**src/rtl/clock_div_multi_if.sv**
```systemverilog
// Control/status bundle for the multi-channel clock-enable generator.
// The slave modport is the divider block; the master side drives enables and divisor loads.
interface clock_div_multi_if #(
  parameter int unsigned CH  = 4,
  parameter int unsigned W   = 25,
  parameter int unsigned CHW = 2
);
  logic [CH-1:0]  en;
  logic           load;
  logic [CHW-1:0] load_ch;
  logic [W-1:0]   load_div;
  logic [CH-1:0]  tick;
  logic [CH-1:0]  sq;

  modport master (
    output en,
    output load,
    output load_ch,
    output load_div,
    input  tick,
    input  sq
  );

  modport slave (
    input  en,
    input  load,
    input  load_ch,
    input  load_div,
    output tick,
    output sq
  );
endinterface

```
**src/rtl/clock_div_multi.sv**
```systemverilog
// Multi-channel programmable clock-enable generator.
// Each channel divides the master clock (or, when cascaded, the previous channel's terminal
// count) by a run-time loadable divisor and emits a one-cycle tick plus a near-50% square wave.
module clock_div_multi #(
  parameter int unsigned CH      = 4,
  parameter int unsigned W       = 25,
  parameter int unsigned CHW     = 2,
  parameter int unsigned DEF_DIV = 25175000,
  parameter int unsigned CASCADE = 0
) (
  input  logic              i_mclk,
  input  logic              i_nrst,
  clock_div_multi_if.slave  bus
);

  logic [W-1:0]  r_div [CH];
  logic [W-1:0]  r_cnt [CH];
  logic [CH-1:0] r_tick;
  logic [CH-1:0] r_sq;

  logic [W-1:0]  w_d       [CH];
  logic [W-1:0]  w_h       [CH];
  logic [W-1:0]  w_cnt_nxt [CH];
  logic [CH-1:0] w_adv;
  logic [CH-1:0] w_tc;
  logic [CH-1:0] w_load_hit;

  // Per-channel effective divisor, advance qualifier and terminal count. The carry walks the
  // chain in channel order so a cascaded tick propagates through every stage in one cycle.
  always_comb begin
    logic v_carry;
    v_carry = 1'b1;
    for (int i = 0; i < CH; i++) begin
      w_d[i]        = (r_div[i] == '0) ? W'(1) : r_div[i];
      w_h[i]        = w_d[i] >> 1;
      w_cnt_nxt[i]  = (r_cnt[i] == w_d[i] - W'(1)) ? '0 : r_cnt[i] + W'(1);
      // Out-of-range load_ch never matches any channel, so such a load is a no-op.
      w_load_hit[i] = bus.load && (int'(bus.load_ch) == i);
      w_adv[i]      = bus.en[i] & ((CASCADE != 0) ? v_carry : 1'b1);
      // A load on this channel masks its terminal count, including toward the next stage.
      w_tc[i]       = w_adv[i] & (r_cnt[i] == w_d[i] - W'(1)) & ~w_load_hit[i];
      v_carry       = w_tc[i];
    end
  end

  // Divisor/counter state and registered tick/square outputs; a load overrides counting.
  always_ff @(posedge i_mclk or negedge i_nrst) begin
    if (!i_nrst) begin
      for (int i = 0; i < CH; i++) begin
        r_div[i] <= W'(DEF_DIV);
        r_cnt[i] <= '0;
      end
      r_tick <= '0;
      r_sq   <= '0;
    end else begin
      for (int i = 0; i < CH; i++) begin
        if (w_load_hit[i]) begin
          r_div[i]  <= bus.load_div;
          r_cnt[i]  <= '0;
          r_tick[i] <= 1'b0;
          r_sq[i]   <= 1'b0;
        end else if (w_adv[i]) begin
          r_cnt[i]  <= w_cnt_nxt[i];
          r_sq[i]   <= (w_cnt_nxt[i] < w_h[i]);
          r_tick[i] <= w_tc[i];
        end else begin
          r_tick[i] <= 1'b0;
        end
      end
    end
  end

  assign bus.tick = r_tick;
  assign bus.sq   = r_sq;

endmodule

```
**src/flat_wrapper.sv**
```systemverilog
// flat-port wrapper written by rule: the top's interface ports become plain ports
module clock_div_multi_flat 
#(
  parameter int unsigned CH      = 4,
  parameter int unsigned W       = 25,
  parameter int unsigned CHW     = 2,
  parameter int unsigned DEF_DIV = 25175000,
  parameter int unsigned CASCADE = 0
)
  (i_mclk, i_nrst, bus_en, bus_load, bus_load_ch, bus_load_div, bus_tick, bus_sq);
  clock_div_multi_if #(.CH(CH), .W(W), .CHW(CHW)) bus_i ();
  input  logic i_mclk;
  input  logic i_nrst;
  input wire logic [$bits(bus_i.en)-1:0] bus_en;
  input wire logic [$bits(bus_i.load)-1:0] bus_load;
  input wire logic [$bits(bus_i.load_ch)-1:0] bus_load_ch;
  input wire logic [$bits(bus_i.load_div)-1:0] bus_load_div;
  output wire logic [$bits(bus_i.tick)-1:0] bus_tick;
  output wire logic [$bits(bus_i.sq)-1:0] bus_sq;
  assign bus_i.en = bus_en;
  assign bus_i.load = bus_load;
  assign bus_i.load_ch = bus_load_ch;
  assign bus_i.load_div = bus_load_div;
  assign bus_tick = bus_i.tick;
  assign bus_sq = bus_i.sq;
  clock_div_multi #(.CH(CH), .W(W), .CHW(CHW), .DEF_DIV(DEF_DIV), .CASCADE(CASCADE)) u_core (.i_mclk(i_mclk), .i_nrst(i_nrst), .bus(bus_i));
endmodule
```
**config.mk**
```make
export PLATFORM = sky130hd
export DESIGN_NAME = clock_div_multi_flat
export DESIGN_NICKNAME = d
export VERILOG_FILES = /design/src/rtl/clock_div_multi_if.sv /design/src/rtl/clock_div_multi.sv /design/src/flat_wrapper.sv
export SDC_FILE = /design/constraint.sdc
export NUM_CORES = 1
export LEC_CHECK = 0
export CAP_MARGIN = 20
export CORE_MARGIN = 10
export CORE_UTILIZATION = 35
export DETAILED_ROUTE_END_ITERATION = 8
export GPL_ROUTABILITY_DRIVEN = 0
export PLACE_DENSITY_LB_ADDON = 0.08
export SKIP_CTS_REPAIR_TIMING = 1
export SLEW_MARGIN = 10
export SYNTH_ARGS = -nofsm -noshare
export SYNTH_HDL_FRONTEND = slang
export SYNTH_SLANG_ARGS = --single-unit
```
**constraint.sdc**
```tcl
create_clock -name i_mclk -period 7.2 [get_ports i_mclk]
set_input_delay 1.44 -clock i_mclk [delete_from_list [all_inputs] [get_ports i_mclk]]
set_output_delay 1.44 -clock i_mclk [all_outputs]
set_load 0.02 [all_outputs]
```
==> results of run 1 <==
==> power breakdown <==
part | switching, mW | internal (mW)
logic | 0.632 | 0.417
registers | 0.196 | 1.32
clock network | 0.564 | 0.824
total | 1.39 | 2.56
==> sequential cells by signal, summed over array words and instances (netlist names) <==
signal           flops
u_core.bus.sq        4
u_core.r_cnt       100
u_core.r_div       100
u_core.bus.tick      4
==> routing by layer <==
layer / global-route usage, % / wire length [µm]
met3: 2.416 / 2210
met5: 0 / 11
met1: 24.86 / 24850
met4: 4.256 / 1236
met2: 31.55 / 25610
==> critical path: cells and delay by family (launching register included) <==
kind | cells | cell delay [ns]
flip-flops | 1 | 0.61
buffers and inverters | 2 | 0.54
XOR/XNOR | 1 | 0.08
AO/OA/AOI/OAI | 8 | 1.62
AND/OR/NAND/NOR | 10 | 2.83
adder cells (fa/ha/maj) | 2 | 0.57
==> area by class of cell <==
cell class,instances,area share [%]
sequential,208,28.17
timing repair buffer,61,3.250
inverter,115,2.317
multi-input combinational,1683,57.37
tap,615,4.129
clock buffer,48,4.546
clock inverter,3,0.2149
==> stage by stage <==
stage / hold WS (ns) / setup slack, ns
floorplan: 0.4919 / 1.599
global placement: 0.5450 / 1.097
detailed placement: 0.5434 / 1.016
CTS: 0.5573 / 0.9921
global route: 0.5838 / 0.2802
finish: 0.5526 / 0.8559
==> cell families (layout without fill, tap and decap cells) <==
group | Yosys count | in the layout
AOI/OAI and AO/OA | 419 | 419
buffers and inverters | 256 | 227
adders and majority gates | 100 | 100
and+or+nand+nor | 923 | 923
muxes | 41 | 41
xor gates and xnor gates | 200 | 200
DFF | 208 | 208
==> synthesized netlist by cell type (4+ instances only) <==
master / number
a2111oi_0: 10
a211o_1: 4
a211oi_1: 10
a21o_1: 34
a21oi_1: 50
a31oi_1: 9
and2_1: 12
and3_1: 46
and4_1: 9
buf_1: 12
buf_2: 11
buf_4: 4
clkbuf_1: 110
dfrtp_1: 172
dfstp_2: 36
ha_1: 100
inv_1: 112
mux2i_1: 38
nand2_1: 210
nand2b_1: 11
nand3_1: 139
nand4_1: 55
nor2_1: 215
nor2b_1: 9
nor3_1: 85
nor3b_1: 9
nor4_1: 50
nor4_2: 14
o211ai_1: 10
o21ai_0: 212
o22ai_1: 5
o31ai_1: 29
o32ai_1: 5
or2_2: 4
or3_1: 15
or4_1: 16
xnor2_1: 125
xor2_1: 75
==> final timing paths <==
| check | from | end | slack, ns |
|---|---|---|---|
| worst max register to register | u_core.r_div[4] | u_core.bus.sq[3] | 0.86 |
| min in group asynchronous | i_nrst | u_core.r_cnt[53] | 0.84 |
| worst min-delay path | u_core.r_div[23] | u_core.r_div[23] | 0.55 |
| max in group asynchronous | i_nrst | u_core.r_cnt[18] | 5.16 |
| worst min register to register | u_core.r_div[23] | u_core.r_div[23] | 0.55 |
| worst max-delay path | u_core.r_div[4] | u_core.bus.sq[3] | 0.86 |
==> results.toml, run 1 <==
[grt]
grt_pass1_vias = 14874
antenna_found_initial = 1
grt_max_degree = 134
track_usage_pct = 18.67
grt_pass1_wl_mm = 85.81
grt.overflow.total = 0

[die]
core_um2 = 47750
die_x_um = 239.9
die_h_um = 239.9
initial_core_util_pct = 35.46
io_pins = 42
rows = 80
design.die.area_um2 = 57570

[clock_network]
cts_tree = "built"
cts_buffers = 28
clkTransAtPathRegs_ns = 0.05
cts_max_level = 1
clockBufferDepth = 3
clockRootBuffer = "clkbuf_16"
cts_sinks = 208
clkLatencyLatePin_ns = 0.58

[placement]
placed_area_um2 = 17700
dpl.cell_count = 2680
port_buffers = 41
hpwl_mm = 39.81

[logic_synthesis]
synth_fa_ha_area_share_pct = 7.390
synth_edf_count = 0
synth_top_family_by_area = "simple AND/OR/NAND/NOR gates"
synthXorXnorAreaFrac_pct = 10.35
synth_top_area_share_pct = 25.42
ys_seq_elements = 208
synthCells = 2147
synth_ff_type = "dfrtp_1"
async_flop_share_pct = 100.0
synth-compound-area-share_pct = 15.17
muxShareOfSynthArea_pct = 2.446
synth.avg_cell_area_um2 = 7.885
synth_nets = 2281
ys_types = 82
yosysWarnings = 0
yosys.area_share.simple_pct = 27.60
syn_area_um2 = 16930
synth.largest_area_cell = "dfrtp_1"
ys_seq_area_share_pct = 31.01
ys_top_cells_by_area = "dfrtp_1, ha_1, xnor2_1, o21ai_0, dfstp_2"

[sta]
final-setup-viol-count = 0
rsz0062_at_grt = "false"
drv_slew = 0
min_period_over_period_pct = 88.11
fmax_mhz = 157.6
relSlewSlack_pct = 27.29
fin_worst_skew_ns = 0.01893
tightest_slew_ns = 1.088
hold_violations = 0
fin_crit_ns = 6.344
tns_ns = 0

[routing]
remaining_drc_errors = 0
via_per_inst = 5.546
drt_iter0_drc = 1250
ant_nets = 0
vias = 15157
wirelength_mm = 53.91
dr.pass1.iters = 5
wire_per_inst_um = 19.73

[cells_and_area]
antenna_cells = 0
seqCellArea_um2 = 5250
fillers = 4972
utilization_pct = 39.03
layout_common_cells = "nor2_1, o21ai_0, nand2_1, dfrtp_1, nand3_1"
area_growth_syn_to_layout_pct = 10.07
final_common_cell = "nor2_1"
fin_area_um2 = 18630
multi_input_area_um2 = 10690
nNetsFinal = 2231
drive_above_1_share_pct = 6.421
fin_cells = 2733

[job]
maxCapViolCount = 0

[power]
power_density_nw_per_um2 = 212.0
power.leakage_nw = 7.886
peakVddDrop_uv = 172.6
totalPowerFinal_mw = 3.950

[worst_hold_path]
hold_depth = 2
hold_path_class = "register to register"

[worst_setup_path]
crit_path_end_kind = "register"
critPathSlowestCell = "nor3b_1"
critPathRequiredTime_ns = 7.70
crit_type = "register to register"
critPathArrivalTime_ns = 6.85
worstRegToRegCells = 23
slowest_delay_ns = 0.89
cp_max_fo = 28
startpoint_type = "register"
crit_chain = "nor4_1, and2_0, a31oi_1, ha_1, nor3b_1, nand2_1, nor2_1, xnor2_1, o21ai_0, a21oi_1, nor4b_1, and2_1, buf_4, buf_4, nor2_1, ha_1, a21oi_1, nor2_1, a2111oi_0, nor2_1, a211oi_1, o22ai_1, a21oi_1"
cpMostUsedCell = "nor2_1"

[run_status]
status = "finished clean"
Note: power is estimated with default switching activity, not from simulation.
==> run 2, diff against run 1 <==
==> constraint.sdc (replaced) <==
create_clock -name i_mclk -period 6.2 [get_ports i_mclk]
set_input_delay 1.24 -clock i_mclk [delete_from_list [all_inputs] [get_ports i_mclk]]
set_output_delay 1.24 -clock i_mclk [all_outputs]
set_load 0.02 [all_outputs]
==> results.toml, run 2 (same netlist as run 1, synthesis figures left out) <==
[run_status]
status = "finished clean"

[clock_network]
cts_sinks = 208
clkTransAtPathRegs_ns = 0.06
cts_max_level = 1
clockRootBuffer = "clkbuf_16"
clkLatencyLatePin_ns = 0.58
clockBufferDepth = 3
cts_buffers = 28
cts_tree = "built"

[sta]
fin_worst_skew_ns = 0.01370
tightest_slew_ns = 0.9696
rsz0062_at_grt = "false"
tns_ns = 0
min_period_over_period_pct = 92.86
relSlewSlack_pct = 35.00
drv_slew = 0
hold_violations = 0
final-setup-viol-count = 0
fmax_mhz = 173.7
fin_crit_ns = 5.757

[placement]
port_buffers = 41
dpl.cell_count = 2687
hpwl_mm = 39.92

[routing]
drt_iter0_drc = 1094
remaining_drc_errors = 0
vias = 15312
via_per_inst = 5.586
ant_nets = 0
wire_per_inst_um = 19.80
wirelength_mm = 54.28
dr.pass1.iters = 5

[worst_setup_path]
ff2ff_setup_slack_ns = 0.44
crit_type = "register to register"
crit_path_end_kind = "register"
critPathArrivalTime_ns = 6.24
critPathRequiredTime_ns = 6.68
startpoint_type = "register"
cp_max_fo = 11

[cells_and_area]
layout_common_cells = "nor2_1, o21ai_0, nand2_1, dfrtp_1, nand3_1"
area_growth_syn_to_layout_pct = 11.16
antenna_cells = 0
drive_above_1_share_pct = 7.479
reg_top3 = "u_core.r_cnt: 100 flops, u_core.r_div: 100 flops"
fin_cells = 2741
final_common_cell = "nor2_1"
nNetsFinal = 2238

[grt]
antenna_found_initial = 2
grt_pass1_wl_mm = 85.67
grt.overflow.total = 0
grt_pass1_vias = 14854
track_usage_pct = 18.67
grt_max_degree = 135

[die]
die_x_um = 239.9
rows = 80
design.die.area_um2 = 57570
core_um2 = 47750
io_pins = 42
initial_core_util_pct = 35.46
die_h_um = 239.9

[power]
power_density_nw_per_um2 = 250.1
power.leakage_nw = 7.979
peakVddDrop_uv = 204.2

[worst_hold_path]
hold_path_class = "register to register"

[job]
maxCapViolCount = 0
## run 2: path summary, 6_finish.rpt
| check | start | endpoint | cells past startpoint |
|---|---|---|---|
| max in group asynchronous | i_nrst | u_core.r_cnt[7] | 2 |
| worst min-delay path | u_core.r_div[57] | u_core.r_div[57] | 2 |
| worst min register to register | u_core.r_div[57] | u_core.r_div[57] | 2 |
| min in group asynchronous | i_nrst | u_core.r_cnt[54] | 1 |
| worst max-delay path | u_core.r_div[30] | u_core.bus.sq[2] | 23 |
| worst max register to register | u_core.r_div[30] | u_core.bus.sq[2] | 23 |
## run 2: stage by stage
step	hold slack, ns	total power, mW	util, %	instance area (µm²)	setup slack, ns
finish	0.5446	4.706	39.42	18820	0.4429
global route	0.5973	5.004	39.42	18820	0.003434
CTS	0.5462	4.748	39.21	18720	0.2329
detailed placement	0.5485	2.993	37.21	17760	0.2575
global placement	0.5396	2.980	37.21	17760	0.3795
floorplan	0.4919	2.584	-	16930	0.5991
## run 2: layer usage
layer	global-route usage [%]	wire length [µm]	part of all wire, %	vias to the layer above
met5	0	17	0.031	-
met4	4.026	1171	2.2	4
met3	2.759	2196	4.0	69
met2	31.61	25500	47	261
met1	24.68	25390	47	7463
li1	-	-	-	7515
## run 2: critical path: stages (launching register included)
cell and delay, ns:
dfrtp_1 0.41, nor4_2 0.58, and4_1 0.39, a31oi_1 0.17, ha_1 0.34, xor2_1 0.14, o21ai_0 0.13, nor3b_1 0.21
nand3_1 0.09, or4_1 0.54, nor4_1 0.25, and4_4 0.34, buf_4 0.19, nor2_1 0.06, ha_1 0.18, a21o_1 0.17
a21o_1 0.18, a211o_1 0.29, o211ai_1 0.10, a21oi_1 0.10, or4_1 0.51, a21oi_1 0.14, a21oi_1 0.05, o32ai_1 0.10
## run 2: area by class of cell
class	instances	area [µm²]
tap	615	769.5
inverter	115	431.7
timing repair buffer	68	666.9
clock inverter	12	137.6
multi-input combinational	1683	10750
clock buffer	40	817.0
fill	4957	28930
sequential	208	5250
## run 2: report_power, final
part / switching, mW / internal [mW]
Sequential: 0.229 / 1.53
Combinational: 0.742 / 0.494
Clock: 0.677 / 1.03
Total: 1.65 / 3.06
==> run 3, diff against run 2 <==
==> constraint.sdc (replaced) <==
create_clock -name i_mclk -period 7.2 [get_ports i_mclk]
set_input_delay 1.44 -clock i_mclk [delete_from_list [all_inputs] [get_ports i_mclk]]
set_output_delay 1.44 -clock i_mclk [all_outputs]
set_load 0.02 [all_outputs]
==> results of run 3 <==
Same layout as run 1: the final DEF is identical, and so are final timing and power.
